<file path="src/rtl/stream_mux_rr.sv">
// stream_mux_rr
//   N-to-1 streaming multiplexer. Every input channel and the output use a
//   valid/ready handshake. The channel is chosen either by a static select
//   (mode=0) or by round-robin arbitration across the requesting channels
//   (mode=1). The output is a single register stage, so data has one cycle of
//   latency and the mux can move one word on every clock.
//
// Parameters
//   SEL_W   channel-index width, NUM_CH = 2**SEL_W channels (SEL_W >= 1)
//   DATA_W  payload width per channel
//
// Ports
//   clk        rising-edge clock
//   rst_n      synchronous active-low reset
//   mode       0 = static select, 1 = round-robin
//   sel        channel index used when mode=0
//   in_data    packed payloads, channel i at [i*DATA_W +: DATA_W]
//   in_valid   per-channel valid
//   in_ready   per-channel ready (combinational, one-hot or zero)
//   out_data   registered payload
//   out_ch     registered index of the source channel of out_data
//   out_valid  registered valid
//   out_ready  consumer ready
module stream_mux_rr #(
    parameter int SEL_W  = 2,
    parameter int DATA_W = 8,
    localparam int NUM_CH = 2 ** SEL_W
) (
    input  logic                     clk,
    input  logic                     rst_n,
    input  logic                     mode,
    input  logic [SEL_W-1:0]         sel,
    input  logic [NUM_CH*DATA_W-1:0] in_data,
    input  logic [NUM_CH-1:0]        in_valid,
    output logic [NUM_CH-1:0]        in_ready,
    output logic [DATA_W-1:0]        out_data,
    output logic [SEL_W-1:0]         out_ch,
    output logic                     out_valid,
    input  logic                     out_ready
);

    // Index of the lowest set bit; zero when the vector is empty.
    function automatic logic [SEL_W-1:0] lowest_set(input logic [NUM_CH-1:0] vec);
        logic [SEL_W-1:0] idx;
        idx = '0;
        for (int i = NUM_CH - 1; i >= 0; i--) begin
            if (vec[i]) begin
                idx = SEL_W'(i);
            end
        end
        return idx;
    endfunction

    // Round-robin pick: prefer requesters strictly above the last grant; if
    // none are left above it, wrap around to the lowest requester overall.
    function automatic logic [SEL_W-1:0] rr_pick(input logic [NUM_CH-1:0] req,
                                                 input logic [SEL_W-1:0]  last);
        logic [NUM_CH-1:0] above;
        for (int i = 0; i < NUM_CH; i++) begin
            above[i] = req[i] && (SEL_W'(i) > last);
        end
        return (|above) ? lowest_set(above) : lowest_set(req);
    endfunction

    logic [DATA_W-1:0] out_data_q,   out_data_d;
    logic [SEL_W-1:0]  out_ch_q,     out_ch_d;
    logic              out_valid_q,  out_valid_d;
    logic [SEL_W-1:0]  last_grant_q, last_grant_d;

    logic              load;
    logic              gnt_vld;
    logic [SEL_W-1:0]  gnt;

    // The output register can take a new word when it is empty or being drained.
    assign load = !out_valid_q || out_ready;

    always_comb begin
        gnt     = '0;
        gnt_vld = 1'b0;
        if (!mode) begin
            gnt     = sel;
            gnt_vld = in_valid[sel];
        end else begin
            gnt     = rr_pick(in_valid, last_grant_q);
            gnt_vld = |in_valid;
        end
    end

    always_comb begin
        in_ready = '0;
        if (load && gnt_vld) begin
            in_ready = NUM_CH'(1) << gnt;
        end
    end

    always_comb begin
        out_data_d   = out_data_q;
        out_ch_d     = out_ch_q;
        out_valid_d  = out_valid_q;
        last_grant_d = last_grant_q;
        if (load) begin
            out_valid_d = gnt_vld;
            if (gnt_vld) begin
                out_data_d = in_data[gnt*DATA_W +: DATA_W];
                out_ch_d   = gnt;
                // Static-select traffic must not disturb round-robin priority.
                if (mode) begin
                    last_grant_d = gnt;
                end
            end
        end
    end

    // Output register stage
    always_ff @(posedge clk) begin
        if (!rst_n) begin
            out_data_q   <= '0;
            out_ch_q     <= '0;
            out_valid_q  <= 1'b0;
            // Highest index so that channel 0 has first round-robin priority.
            last_grant_q <= SEL_W'(NUM_CH - 1);
        end else begin
            out_data_q   <= out_data_d;
            out_ch_q     <= out_ch_d;
            out_valid_q  <= out_valid_d;
            last_grant_q <= last_grant_d;
        end
    end

    assign out_data  = out_data_q;
    assign out_ch    = out_ch_q;
    assign out_valid = out_valid_q;

endmodule

</file>
<file path="config.mk">
export PLATFORM = sky130hd
export DESIGN_NAME = stream_mux_rr
export DESIGN_NICKNAME = d
export VERILOG_FILES = /design/src/rtl/stream_mux_rr.sv
export SDC_FILE = /design/constraint.sdc
export NUM_CORES = 1
export LEC_CHECK = 0
export CAP_MARGIN = 20
export CORE_MARGIN = 4
export CORE_UTILIZATION = 35
export CTS_CLUSTER_SIZE = 28
export DETAILED_ROUTE_END_ITERATION = 7
export PLACE_DENSITY = 0.68
export SETUP_SLACK_MARGIN = 0.5
export SYNTH_ARGS = -nofsm -noshare
export SYNTH_HDL_FRONTEND = slang
export SYNTH_SLANG_ARGS = --single-unit
</file>
<file path="constraint.sdc">
create_clock -name clk -period 3.4 [get_ports clk]
set_input_delay 0.85 -clock clk [delete_from_list [all_inputs] [get_ports clk]]
set_output_delay 0.85 -clock clk [all_outputs]
set_load 0.02 [all_outputs]
</file>
# Yosys cells after proc, flatten, opt, wreduce, memory -nomap -nowiden
# Cells that the tools add are included.
dict set report totals {
  in_bits 42
  ff_bits 13
  word_cells 36
}
dict set report classes {
  shift 2
  magnitude_cmp 5
  muxes 14
  reduce_logical 11
}
# op count
set op_table {}
lappend op_table {{32-bit by 6-bit variable part select with 8-bit output} 1}
lappend op_table {{2-bit 2-to-1 mux} 10}
lappend op_table {{4-bit OR reduction} 2}
lappend op_table {{1-bit logical AND} 5}
lappend op_table {{1-bit by 2-bit > comparator with 1-bit output (first input constant)} 2}
lappend op_table {{2-bit > comparator (first input constant)} 2}
lappend op_table {{4-bit 2-to-1 mux} 1}
lappend op_table {{1-bit by 2-bit left shift with 4-bit output (first input constant)} 1}
lappend op_table {{2-bit by 3-bit < comparator with 1-bit output (second input constant)} 1}
lappend op_table {{3-bit AND reduction} 1}
lappend op_table {{1-bit binary-select mux with 2-bit select} 1}
lappend op_table {{1-bit 2-to-1 mux} 2}
lappend op_table {{2-bit AND reduction} 1}
lappend op_table {{1-bit zero test} 1}
lappend op_table {{1-bit logical OR} 1}

# Depth between registers and ports, before layout
dict set report logic_depth {
  ltp_word 10
  ltp_mapped 8
  ltp_nobuf 5
}

# Worst setup path after synthesis
# No wires, ideal clock.
dict set report synth_path {
  path_type {input port to output port}
  startpoint {input port sel[0]}
  endpoint {output port in_ready[1]}
  slack_ns 0.129
  arrival_time_ns 2.421
  t_required_ns 2.550
  stages 7
  n_path_buf 2
  path_cell_list {buf_2 mux4_2 mux2i_1 nor2_1 clkbuf_1 nand2_1 nor3_1}
}
dict set report synth_between {
  elab_chain_len 5
  elab_cells_between_ends 7
  classes_between {shift: 1; mux: 5; reduce/logical: 1}
}
# item line
set synth_lines {}
lappend synth_lines {{from (decl)} 32} ;# input logic [SEL_W-1:0] sel,
lappend synth_lines {{1-bit binary-select mux with 2-bit select} 82} ;# gnt_vld = in_valid[sel];
lappend synth_lines {{1-bit 2-to-1 mux (implied by the code)} 82}
lappend synth_lines {{1-bit 2-to-1 mux} 80} ;# if (!mode) begin
lappend synth_lines {{1-bit logical AND} 91} ;# if (load && gnt_vld) begin
lappend synth_lines {{4-bit 2-to-1 mux (*)} 91}
lappend synth_lines {{to (decl)} 35} ;# output logic [NUM_CH-1:0] in_ready,
# Mark *: on every way between the ends. The rest lies on a longest branch, timed or not. The select of a mux whose other input is x is not followed.

# Worst setup path in the final report
dict set report layout_path {
  startpoint {input port in_valid[1]}
  endpoint {output port in_ready[0]}
}
dict set report layout_between {
  elab_chain_len 7
  elab_cells_between_ends 15
  classes_between {shift: 1; mux: 10; reduce/logical: 4}
}
# item line
set layout_lines {}
lappend layout_lines {{from (decl)} 34} ;# input logic [NUM_CH-1:0] in_valid,
lappend layout_lines {{1-bit logical AND} 60} ;# above[i] = req[i] && (SEL_W'(i) > last);
lappend layout_lines {{2-bit 2-to-1 mux (2 in a row)} 47} ;# if (vec[i]) begin
lappend layout_lines {{2-bit 2-to-1 mux} 62} ;# return (|above) ? lowest_set(above) : lowest_set(req);
lappend layout_lines {{2-bit 2-to-1 mux} 80}
lappend layout_lines {{1-bit by 2-bit left shift with 4-bit output} 92} ;# in_ready = NUM_CH'(1) << gnt;
lappend layout_lines {{4-bit 2-to-1 mux (*)} 91}
# Marks and branches as above.

==> summary.md <==
| Metric | Value |
|---|---|
| Most used routing layer | `met2` |
| Critical Path AT | `2.16 ns` |
| Overall Global Routing Usage | `20.94%` |
| Seq cells post-synth | `13` |
| Root buf cell | `clkbuf_8` |
| CP endpoint kind | `output port` |
| Post-route ant nets | `0` |
| Unrepaired setup endpoints after global routing | `true` |
| Post-Synth XOR/XNOR Area | `0%` |
| Top cell type by total area after synthesis | `dfxtp_1` |
| Placed cells | `292` |
| Syn_area_per_cell | `7.728 um^2` |
| Largest family of logic cells by synthesized area | `compound AO/OA/AOI/OAI gates` |
| Netlist cell types | `37` |
| EDFF count, synth | `0` |
| Adder-Cell Fraction of Synth Area | `0%` |
| Clock-pin slew on the worst setup and hold paths | `0.07 ns` |
| Clock Tree Buf Depth | `2` |
| IO buf count | `56` |
| Multi-input gate area | `0.001070 mm^2` |
| Clock group share of total power | `21.2%` |
| Synth top area cells | `dfxtp_1 20%, nand2_1 8.3%, a21oi_1 6.9%, a211oi_2 6.7%, a221o_1 6.1%` |
| Slowest cell on crit path | `o41a_1` |
| Top cell type's share of synthesized area | `19.81%` |
| GP Congestion | `0.9560` |
| Post-Layout Cell Count | `304` |
| Worst EP required | `2.55 ns` |
| Pre-Repair DR Iteration Count | `4` |
| Ys async rst share | `0%` |
| Peak supply drop | `0.1669 mV` |
| Vias in the first global route | `1778` |
| Overflow after GRT | `0` |
| P&R area growth vs syn | `79.43%` |
| Final HPWL DP | `3868 um` |
| Clock Skews | `0.001654 ns` |
| CP peak stage delay | `0.48 ns` |
| Actual slew at the worst max-slew pin | `0.8216 ns` |
| Post-synthesis cell count | `170` |
| Vias per inst | `5.658` |
| Die H | `69.27 um` |
| Top Ports | `57` |
| Comb power frac | `52.8%` |
| Kind of critical path | `in2out` |
| Final Hold Fails | `0` |
| Startpoint Class | `input pin` |
| Final Max Slew Viols | `0` |
| Hold WC Path Type | `reg2reg` |
| Final Setup Violations | `0` |
| Seq pwr share | `26.1%` |
| Fin crit share | `88.40%` |
| Compound-cell area share of the yosys netlist | `39.62%` |
| Outcome | `completed` |
| Rows | `21` |
| Max Cap Viol | `0` |
| Synthesis Warnings | `0` |
| Final Util | `67.97%` |
| Final wirelength | `5094 um` |
| Share of cells above drive strength 1 | `32.56%` |
| Switch share | `36.26%` |
| Final net count | `301` |
| Initial Utilization | `37.88%` |
| Switching Power | `0.0002578 W` |
| Met2 Track Usage GR | `37.08%` |
| Drt initial violations | `66` |
| H-Tree Depth | `1` |
| First-pass GRT wire length | `8500 um` |
| Clock sink count | `13` |
| Simple-gate share of the synthesized area | `30.29%` |
| Mapped Nets | `212` |
| CORE AREA | `0.003468 mm^2` |
| Post-synthesis sequential area ratio | `19.81%` |
| Max FO, Critical Path | `4` |
| Pleak | `0.9852 nW` |
| Int Pwr | `0.0004533 W` |
| PD cells | `301.6 mW/mm^2` |
| Die area | `0.004798 mm^2` |
| CTS Buf Count | `3` |
| Register area | `260.3 um^2` |
| GR Util met1 | `25.85%` |
| Mux cell area share after synthesis | `2.476%` |
| Drc violations | `0` |
| Post-Syn Area | `0.001314 mm^2` |
| Vias | `1720` |
| Critical path, cell by cell | `buf_12 > buf_6 > nand2b_4 > a21oi_2 > o41a_1 > nor4b_4 > buf_4` |
| Min Tclk post-route | `3.006 ns` |
| Met3 global-route usage | `3.913%` |
| Initial antenna violation count | `0` |
| Largest net degree at the start of global routing | `15` |
| N_diodes | `0` |
| Max_slew headroom | `44.77%` |
| Fillers | `311` |
| Clk Latency, worst-skew pair | `0.25 ns` |
| Chip width | `69.27 um` |
| Routed WL per cell | `16.76 um` |
| Top_reg_cell synth | `dfxtp_1` |
| Fmax | `332.7 MHz` |
| TritonCTS clock tree | `built` |
## state kept, by name, summed over array words and instances, names as in the netlist
name / flops
out_data: 8
out_ch: 2
last_grant_q: 2
out_valid: 1
## repair_timing
item / in CTS / in global routing
gates resized for setup: 72 / 10
gates cloned: 0 / 0
setup endpoints to repair: 8 / 4
pin swaps: 8 / 7
hold buffers: 0 / 0
buffers inserted: 5 / 3
## cells by family (layout without fill, tap and decap cells)
logic type,Yosys count,count (layout)
muxes,2,2
DFF,13,13
buffers and inverters,22,110
and+or+nand+nor,69,69
AOI/OAI and AO/OA,64,64
## power by group through the flow
stage	clock network, W	registers [W]	logic (W)
2_1_floorplan	0	0.000205	0.000162
3_3_place_gp	0	0.000186	0.000332
3_5_place_dp	0	0.000187	0.000340
4_1_cts	0.000153	0.000185	0.000362
5_1_grt	0.000162	0.000187	0.000402
6_report	0.000151	0.000185	0.000375
## worst max-delay path, delay by kind of cell
family / cells / cell delay [ns]
AND/OR/NAND/NOR: 2 / 0.35
buffers and inverters: 3 / 0.41
AO/OA/AOI/OAI: 2 / 0.54
## metal layers
| metal | up-vias | routed length (um) | part of all wire, % |
|---|---|---|---|
| met2 | 56 | 2574 | 51 |
| li1 | 833 | - | - |
| met3 | 12 | 168 | 3.3 |
| met4 | 0 | 77 | 1.5 |
| met5 | - | 0 | 0 |
| met1 | 819 | 2274 | 45 |
## cells in the mapped netlist, types with 2 or more instances
library cell / number
a221o_1: 8
nor4bb_1: 8
nor2b_1: 4
a211oi_2: 7
o32ai_1: 8
buf_6: 2
dfxtp_1: 13
nor2_1: 6
and2_4: 2
clkbuf_1: 5
nand2b_1: 3
and3_1: 8
a21boi_0: 2
nand2_1: 29
buf_2: 4
a21oi_1: 18
inv_1: 10
a211oi_1: 10
o21ai_0: 4
or2_2: 2
## through the flow
stage / instance area, um^2 / setup slack [ns] / TNS [ns] / hold WS [ns] / total power (W)
after global routing: 2357 / 0.3494 / 0 / 0.5043 / 0.0007508
after detailed placement: 2143 / -0.6727 / -2.419 / 0.4645 / 0.0005262
after floorplan: 1375 / 0.3384 / 0 / 0.4904 / 0.0003669
after CTS: 2306 / 0.3457 / 0 / 0.4738 / 0.0007000
final: 2357 / 0.3945 / 0 / 0.4716 / 0.0007111
after global placement: 2143 / -0.5480 / -2.094 / 0.4613 / 0.0005179
## cell usage in the layout (no fill, tap or decap), types with 3 or more instances in the layout
master           synthesis  layout
o32ai_1                  8       8
buf_4                    0      38
buf_6                    2       8
and3_1                   8       8
a21oi_1                 18      17
inv_1                   10      10
clkbuf_8                 0       3
a221o_1                  8       8
a211oi_1                10      10
dfxtp_1                 13      13
a211oi_2                 7       7
nor2b_1                  4       3
nand2_1                 29      27
nor2_4                   0       4
clkdlybuf4s50_1          0      45
nor4bb_1                 8       8
## final cells by class
type,instances,area share (%)
Tap cell,46,2.442
Clock inverter,1,0.2123
Clock buffer,3,1.752
Timing Repair Buffer,96,37.58
Inverter,10,1.592
Sequential cell,13,11.04
Multi-Input combinational cell,135,45.38
## path summary, 6_finish.rpt
kind	from	endpoint	slack [ns]	cells after the start
max	in_valid[1]	in_ready[0]	0.39	7
min reg2reg	out_ch[1]	out_ch[1]	0.47	2
max reg2reg	last_grant_q[0]	out_data[5]	1.20	5
min	out_ch[1]	out_ch[1]	0.47	2
No activity file was read; power rests on OpenSTA's default activity.
